<file path="src/rtl/cpu_seq_pkg.sv">
// Shared encodings for the LEGv8 multi-cycle sequencer: FSM states, opcodes,
// datapath select codes, instruction classes and the B.cond evaluator.
package cpu_seq_pkg;

  localparam logic [2:0] S_IDLE   = 3'd0;
  localparam logic [2:0] S_FETCH  = 3'd1;
  localparam logic [2:0] S_DECODE = 3'd2;
  localparam logic [2:0] S_EXEC   = 3'd3;
  localparam logic [2:0] S_MEM    = 3'd4;
  localparam logic [2:0] S_WB     = 3'd5;
  localparam logic [2:0] S_ERR    = 3'd6;

  localparam logic [10:0] OP_ADDS  = 11'b10101011000;
  localparam logic [10:0] OP_SUBS  = 11'b11101011000;
  localparam logic [10:0] OP_LDUR  = 11'b11111000010;
  localparam logic [10:0] OP_LDURB = 11'b00111000010;
  localparam logic [10:0] OP_STUR  = 11'b11111000000;
  localparam logic [10:0] OP_STURB = 11'b00111000000;
  localparam logic [9:0]  OP_ADDI  = 10'b1001000100;
  localparam logic [8:0]  OP_MOVZ  = 9'b110100101;
  localparam logic [8:0]  OP_MOVK  = 9'b111100101;
  localparam logic [7:0]  OP_BCOND = 8'b01010100;
  localparam logic [7:0]  OP_CBZ   = 8'b10110100;
  localparam logic [5:0]  OP_B     = 6'b000101;

  localparam logic [2:0] ALU_PASS_B = 3'b000;
  localparam logic [2:0] ALU_ADD    = 3'b010;
  localparam logic [2:0] ALU_SUB    = 3'b011;

  localparam logic [1:0] SRC_DB     = 2'd0;
  localparam logic [1:0] SRC_DADDR9 = 2'd1;
  localparam logic [1:0] SRC_IMM12  = 2'd2;

  localparam logic [1:0] M2R_ALU  = 2'd0;
  localparam logic [1:0] M2R_MEM  = 2'd1;
  localparam logic [1:0] M2R_MOVZ = 2'd2;
  localparam logic [1:0] M2R_MOVK = 2'd3;

  localparam logic [1:0] PC_SEQ    = 2'd0;
  localparam logic [1:0] PC_BR26   = 2'd1;
  localparam logic [1:0] PC_COND19 = 2'd2;

  typedef enum logic [2:0] {
    CLS_NONE, CLS_ALU, CLS_LOAD, CLS_STORE, CLS_MOV, CLS_B, CLS_BCOND, CLS_CBZ
  } iclass_e;

  function automatic logic cond_taken(input logic [3:0] cond, input logic zf,
                                      input logic nf, input logic of);
    case (cond)
      4'h0:    return zf;
      4'h1:    return !zf;
      4'hA:    return nf == of;
      4'hB:    return nf != of;
      4'hC:    return !zf && (nf == of);
      4'hD:    return zf || (nf != of);
      default: return 1'b0;
    endcase
  endfunction

endpackage

</file>
<file path="src/rtl/cpu_decode.sv">
// Combinational opcode decoder: maps IR[31:21] to an instruction class and
// the datapath select fields that class needs while it executes.
module cpu_decode
  import cpu_seq_pkg::*;
(
  input  logic [10:0] op,
  output logic [2:0]  cls,
  output logic        reg2loc,
  output logic        set_flag,
  output logic        load_b,
  output logic [1:0]  alu_src,
  output logic [1:0]  mem_to_reg,
  output logic [2:0]  alu_op,
  output logic [3:0]  xfer_size
);

  always_comb begin
    // NOTE: every output gets a default first so no path through the chain infers a latch.
    cls        = CLS_NONE;
    reg2loc    = 1'b0;
    set_flag   = 1'b0;
    load_b     = 1'b0;
    alu_src    = SRC_DB;
    mem_to_reg = M2R_ALU;
    alu_op     = ALU_PASS_B;
    xfer_size  = 4'd0;

    if (op == OP_ADDS || op == OP_SUBS) begin
      cls      = CLS_ALU;
      reg2loc  = 1'b1;
      set_flag = 1'b1;
      alu_op   = (op == OP_SUBS) ? ALU_SUB : ALU_ADD;
    end else if (op == OP_LDUR || op == OP_LDURB) begin
      cls        = CLS_LOAD;
      alu_src    = SRC_DADDR9;
      alu_op     = ALU_ADD;
      mem_to_reg = M2R_MEM;
      load_b     = (op == OP_LDURB);
      xfer_size  = (op == OP_LDURB) ? 4'd1 : 4'd8;
    end else if (op == OP_STUR || op == OP_STURB) begin
      cls       = CLS_STORE;
      alu_src   = SRC_DADDR9;
      alu_op    = ALU_ADD;
      xfer_size = (op == OP_STURB) ? 4'd1 : 4'd8;
    end else if (op[10:1] == OP_ADDI) begin
      cls     = CLS_ALU;
      alu_src = SRC_IMM12;
      alu_op  = ALU_ADD;
    end else if (op[10:2] == OP_MOVZ) begin
      cls        = CLS_MOV;
      mem_to_reg = M2R_MOVZ;
    end else if (op[10:2] == OP_MOVK) begin
      // Reg2Loc stays 0 so Db reads the old Rd value that MOVK merges into.
      cls        = CLS_MOV;
      mem_to_reg = M2R_MOVK;
    end else if (op[10:3] == OP_BCOND) begin
      cls = CLS_BCOND;
    end else if (op[10:3] == OP_CBZ) begin
      cls = CLS_CBZ;
    end else if (op[10:5] == OP_B) begin
      cls = CLS_B;
    end
  end

endmodule

</file>
<file path="src/rtl/cpu_seq_ctrl.sv">
// Multi-cycle LEGv8 control sequencer: fetch handshake, decode, per-class
// EXEC/MEM/WB sequencing, branch resolution and a retired-instruction count.
module cpu_seq_ctrl
  import cpu_seq_pkg::*;
#(
  parameter int CNT_W = 32
) (
  input  logic             clk,
  input  logic             reset,
  input  logic             run,
  output logic             instr_req,
  input  logic             instr_valid,
  input  logic [31:0]      instr_in,
  output logic [31:0]      instr,
  input  logic             zero,
  input  logic             ZF,
  input  logic             NF,
  input  logic             OF,
  input  logic             CoF,
  output logic             Reg2Loc,
  output logic             RegWrite,
  output logic             MemWrite,
  output logic             SetFlag,
  output logic             loadB,
  output logic [1:0]       ALUSrc,
  output logic [1:0]       MemToReg,
  output logic [2:0]       ALUOp,
  output logic [3:0]       xfer_size,
  output logic             pc_we,
  output logic [1:0]       pc_sel,
  output logic             err,
  output logic [CNT_W-1:0] retired
);

  logic [2:0] state, state_nx;
  logic [2:0] cls;
  logic       d_reg2loc, d_set_flag, d_load_b;
  logic [1:0] d_alu_src, d_mem_to_reg;
  logic [2:0] d_alu_op;
  logic [3:0] d_xfer_size;
  logic       is_branch, taken, last, active;
  logic       unused;

  // No supported condition code reads the carry flag.
  assign unused = CoF;

  cpu_decode u_decode (
    .op         (instr[31:21]),
    .cls        (cls),
    .reg2loc    (d_reg2loc),
    .set_flag   (d_set_flag),
    .load_b     (d_load_b),
    .alu_src    (d_alu_src),
    .mem_to_reg (d_mem_to_reg),
    .alu_op     (d_alu_op),
    .xfer_size  (d_xfer_size)
  );

  assign is_branch = (cls == CLS_B) || (cls == CLS_BCOND) || (cls == CLS_CBZ);
  assign active    = (state == S_EXEC) || (state == S_MEM) || (state == S_WB);
  assign last      = ((state == S_EXEC) && is_branch) ||
                     ((state == S_MEM) && (cls == CLS_STORE)) ||
                     (state == S_WB);

  always_comb begin
    taken = 1'b0;
    case (cls)
      CLS_B:     taken = 1'b1;
      CLS_BCOND: taken = cond_taken(instr[3:0], ZF, NF, OF);
      CLS_CBZ:   taken = zero;
      default:   taken = 1'b0;
    endcase
  end

  always_comb begin
    state_nx = state;
    if (last) begin
      state_nx = run ? S_FETCH : S_IDLE;
    end else begin
      case (state)
        S_IDLE:   if (run) state_nx = S_FETCH;
        S_FETCH:  if (instr_valid) state_nx = S_DECODE;
        S_DECODE: state_nx = (cls == CLS_NONE) ? S_ERR : S_EXEC;
        S_EXEC:   state_nx = (cls == CLS_LOAD || cls == CLS_STORE) ? S_MEM : S_WB;
        S_MEM:    state_nx = S_WB;
        S_ERR:    state_nx = S_ERR;
        default:  state_nx = S_IDLE;
      endcase
    end
  end

  always_ff @(posedge clk or negedge reset) begin
    if (!reset) begin
      state   <= S_IDLE;
      instr   <= '0;
      retired <= '0;
    end else begin
      // NOTE: state registers use non-blocking assignments so every flop samples pre-edge values.
      state <= state_nx;
      if (state == S_FETCH && instr_valid) instr <= instr_in;
      if (last) retired <= retired + CNT_W'(1);
    end
  end

  // Every output is decoded from the registered state, so reset clears them at once.
  always_comb begin
    instr_req = (state == S_FETCH);
    err       = (state == S_ERR);
    Reg2Loc   = active && d_reg2loc;
    loadB     = active && d_load_b;
    ALUSrc    = active ? d_alu_src    : SRC_DB;
    MemToReg  = active ? d_mem_to_reg : M2R_ALU;
    ALUOp     = active ? d_alu_op     : ALU_PASS_B;
    xfer_size = active ? d_xfer_size  : 4'd0;
    SetFlag   = (state == S_EXEC) && d_set_flag;
    MemWrite  = (state == S_MEM) && (cls == CLS_STORE);
    RegWrite  = (state == S_WB);
    pc_we     = last;
    pc_sel    = PC_SEQ;
    if (state == S_EXEC && taken) pc_sel = (cls == CLS_B) ? PC_BR26 : PC_COND19;
  end

endmodule

</file>
<file path="config.mk">
export PLATFORM = sky130hd
export DESIGN_NAME = cpu_seq_ctrl
export DESIGN_NICKNAME = d
export VERILOG_FILES = /design/src/rtl/cpu_seq_pkg.sv /design/src/rtl/cpu_decode.sv /design/src/rtl/cpu_seq_ctrl.sv
export SDC_FILE = /design/constraint.sdc
export NUM_CORES = 1
export LEC_CHECK = 0
export ABC_AREA = 1
export CORE_MARGIN = 3
export CORE_UTILIZATION = 50
export DETAILED_ROUTE_END_ITERATION = 6
export PLACE_DENSITY = 0.83
export SYNTH_ARGS = -nofsm -noshare
export SYNTH_HDL_FRONTEND = slang
export SYNTH_SLANG_ARGS = --single-unit
</file>
<file path="constraint.sdc">
create_clock -name clk -period 3.3 [get_ports clk]
set_input_delay 0.66 -clock clk [delete_from_list [all_inputs] [get_ports clk]]
set_output_delay 0.66 -clock clk [all_outputs]
set_load 0.02 [all_outputs]
</file>
==> reports/results.tsv <==
stage	metric	value	unit
clock_network	insertion_delay	0.35	ns
grt	first_global_vias	3464	
setup_path	startpoint	instr[31]	
floorplan	die_w	92.88	um
timing	max_freq	0.3206	GHz
power_and_ir_drop	p_total	3.707	mW
floorplan	coreArea	7292	um2
flow_run	cap_violations	0	
clock_network	ctsResizeCount	0	
grt	grt_max_degree	46	
synthesis	synth_cell_types	34	
synthesis	synth_commonest_cells	107 x nand2_1, 67 x dfrtp_1, 63 x nor2_1	
placed_design	port-buffer-count	121	
synthesis	synth-seq-cells	67	
grt	grt_pass1_wl	17130	um
floorplan	initial_core_util	51.75	%
synthesis	yosysMostFrequentCell	nand2_1	
synthesis	async_flop_share	100.0	%
floorplan	io_pins	126	
drt	routed_wl	10480	um
clock_network	h-tree-depth	3	
floorplan	num_rows	31	
clock_network	cts_setup_buffers	0	
setup_path	worstSetupStartpointType	register	
outcome	status	finished clean	
cells_and_area	stdcell_count	699	
synthesis	synth-edff-count	0	
setup_path	r2r_setup_slack	1.12	ns
timing	fin_ws	0.1809	ns
synthesis	synth_ff_type	dfrtp_1	
setup_path	crit_arrival	2.46	ns
setup_path	cp_slowest_stage_delay	0.59	ns
drt	wl_per_cell	14.99	um
setup_path	path_cells	nand2_2, nor2_2, inv_1, nand2_1, nand2_1, nand2_1, nor3_2, or3_1, inv_1, clkdlybuf4s50_1	
floorplan	die_area	8626	um2
cells_and_area	drive_above_1_share	10.17	%
cells_and_area	final_area	5310	um2
timing	finClkSkew	0.01247	ns
placed_design	dp_hpwl	8044	um
setup_path	crit_path_top_delay_cell	clkdlybuf4s50_1	
timing	rsz0062_at_grt	false	
cells_and_area	final_nets	637	
synthesis	seq_area_frac_synth	44.43	%
floorplan	die_h	92.88	um
placed_design	dp_slack	0.06055	ns
synthesis	yosysTopAreaCellShare	44.43	%
setup_path	crit_path_max_fanout	7	
grt	globalRouteOverflowTotal	0	
timing	fin_crit_sh	94.52	%
setup_path	cp.required	2.64	ns
cells_and_area	diodes	0	
drt	firstDrtPassIters	5	
timing	worst_slew_pin_slew	0.8813	ns
synthesis	syn_inst	469	
drt	drc	0	
timing	fin_crit	3.119	ns
cells_and_area	area_delta_synth_final	40.72	%
clock_network	postCtsHoldBufs	0	
timing	slew-limit-headroom	41.04	%
setup_path	r2r_start	instr[24]	
drt	ant_nets	0	
hold_path	hp-class	in -> async	
setup_path	worst_path_most_repeated_cell	nand2_1	
timing	setup_viol	0	
drt	via_count	3656	
synthesis	synth_area	3774	um2
clock_network	cts_buffer_depth	2	
power_and_ir_drop	vdd_drop_max	487.8	uV
synthesis	ys_warn_count	0	
clock_network	cts_root_buffer	clkbuf_8	
clock_network	clk_pin_slew	0.08	ns
drt	vias_per_cell	5.230	
timing	drv_slew	0	
synthesis	yosys-top-cells-area	dfrtp_1 44%, nand2_1 11%, nor2_1 6.3%, mux2_2 5.7%, inv_1 5.3%	
clock_network	numCtsBuffers	9	
setup_path	end_kind	output port	
placed_design	place_inst	683	
placed_design	place_congestion	0.9358	
clock_network	tritoncts	yes	
synthesis	yosysTopAreaCell	dfrtp_1	
grt	grt_antenna_before_repair	0	
timing	hold_violations	0	
placed_design	placed_area	5045	um2
timing	setup_tns	0	ns
synthesis	avgSynthCellArea	8.046	um2
drt	drtIter0Drc	268	
setup_path	worstSetupPathType	reg -> out	
power_and_ir_drop	leakagePower	2.312	nW
power_and_ir_drop	powerDensity	698.0	nW/um2
grt	track_usage	25.03	%
clock_network	cts.sinks	67	
layout by cell type (no fill, tap or decap), types with 2 or more instances in the layout:
cell type | netlist | final
dfrtp_1 | 67 | 67
o21ai_0 | 3 | 3
nor2_1 | 63 | 63
clkdlybuf4s50_1 | 0 | 119
nor3_1 | 26 | 25
nor2_2 | 4 | 4
nand4_1 | 9 | 9
clkbuf_8 | 0 | 10
nor4_1 | 2 | 2
nand2_1 | 107 | 107
nand2_4 | 2 | 2
inv_2 | 4 | 4
o21ai_1 | 6 | 6
conb_1 | 1 | 3
nand3_1 | 22 | 22
mux2_2 | 19 | 19
inv_1 | 53 | 53
xnor2_1 | 13 | 12
xor2_1 | 18 | 18
nor3_2 | 4 | 5
bufinv_16 | 0 | 3
buf_4 | 6 | 3
clkinv_4 | 0 | 2
nand2_2 | 2 | 2
a21oi_1 | 22 | 22
area by class of cell:
cell class,instances,area [um2]
repair buffers,124,1231
flip-flops and latches,67,1677
clock buffers,10,137.6
inverters,57,214.0
well taps,99,123.9
clock inverters,6,112.6
fillers,612,1982
multi-input cells,336,1814
worst paths after layout:
check	to	depth (start not counted)
hold / removal	retired[15]	1
hold reg to reg	instr[19]	1
min in group clk	instr[19]	1
max in group asynchronous	instr[17]	2
setup reg to reg	retired[23]	11
setup / recovery	MemWrite	10
critical path: cells and delay by family, from the launching register on:
kind,cells,cell delay [ns]
and+or+nand+nor,7,0.92
buffers and inverters,3,0.73
DFF,1,0.47
state kept, by name, indices dropped and copies added (netlist names):
signal   flops
retired     32
state        3
instr       32
kinds of logic (layout without fill, tap and decap cells):
logic type	Yosys count	after routing	synth area share, %
simple gates	246	246	28.98
buf+inv	68	197	8.024
flops	67	67	44.43
compound gates	36	36	5.272
xor+xnor	31	31	7.195
mux	19	19	5.670
fa+ha+maj	1	1	0.3315
other cells	1	3	0.09937
report_power, final:
part	internal (mW)	switching, mW	leakage, nW
registers	1.05	0.211	0.843
logic	0.708	0.882	1.34
clock network	0.524	0.330	0.126
through the flow:
| stage | hold slack (ns) | utilization (%) |
|---|---|---|
| floorplan | 0.3644 | - |
| global placement | 0.4867 | 69.18 |
| detailed placement | 0.4937 | 69.18 |
| CTS | 0.1732 | 72.62 |
| global route | 0.1896 | 72.82 |
| finish | 0.1799 | 72.82 |
layer usage:
layer	track usage (%)	vias up	part of all wire (%)
li1	-	1750	-
met1	32.74	1732	40
met2	42.71	158	52
met3	4.224	16	6.7
met4	7.082	0	1.4
met5	0	-	0
No activity file was read; power rests on OpenSTA's default activity.
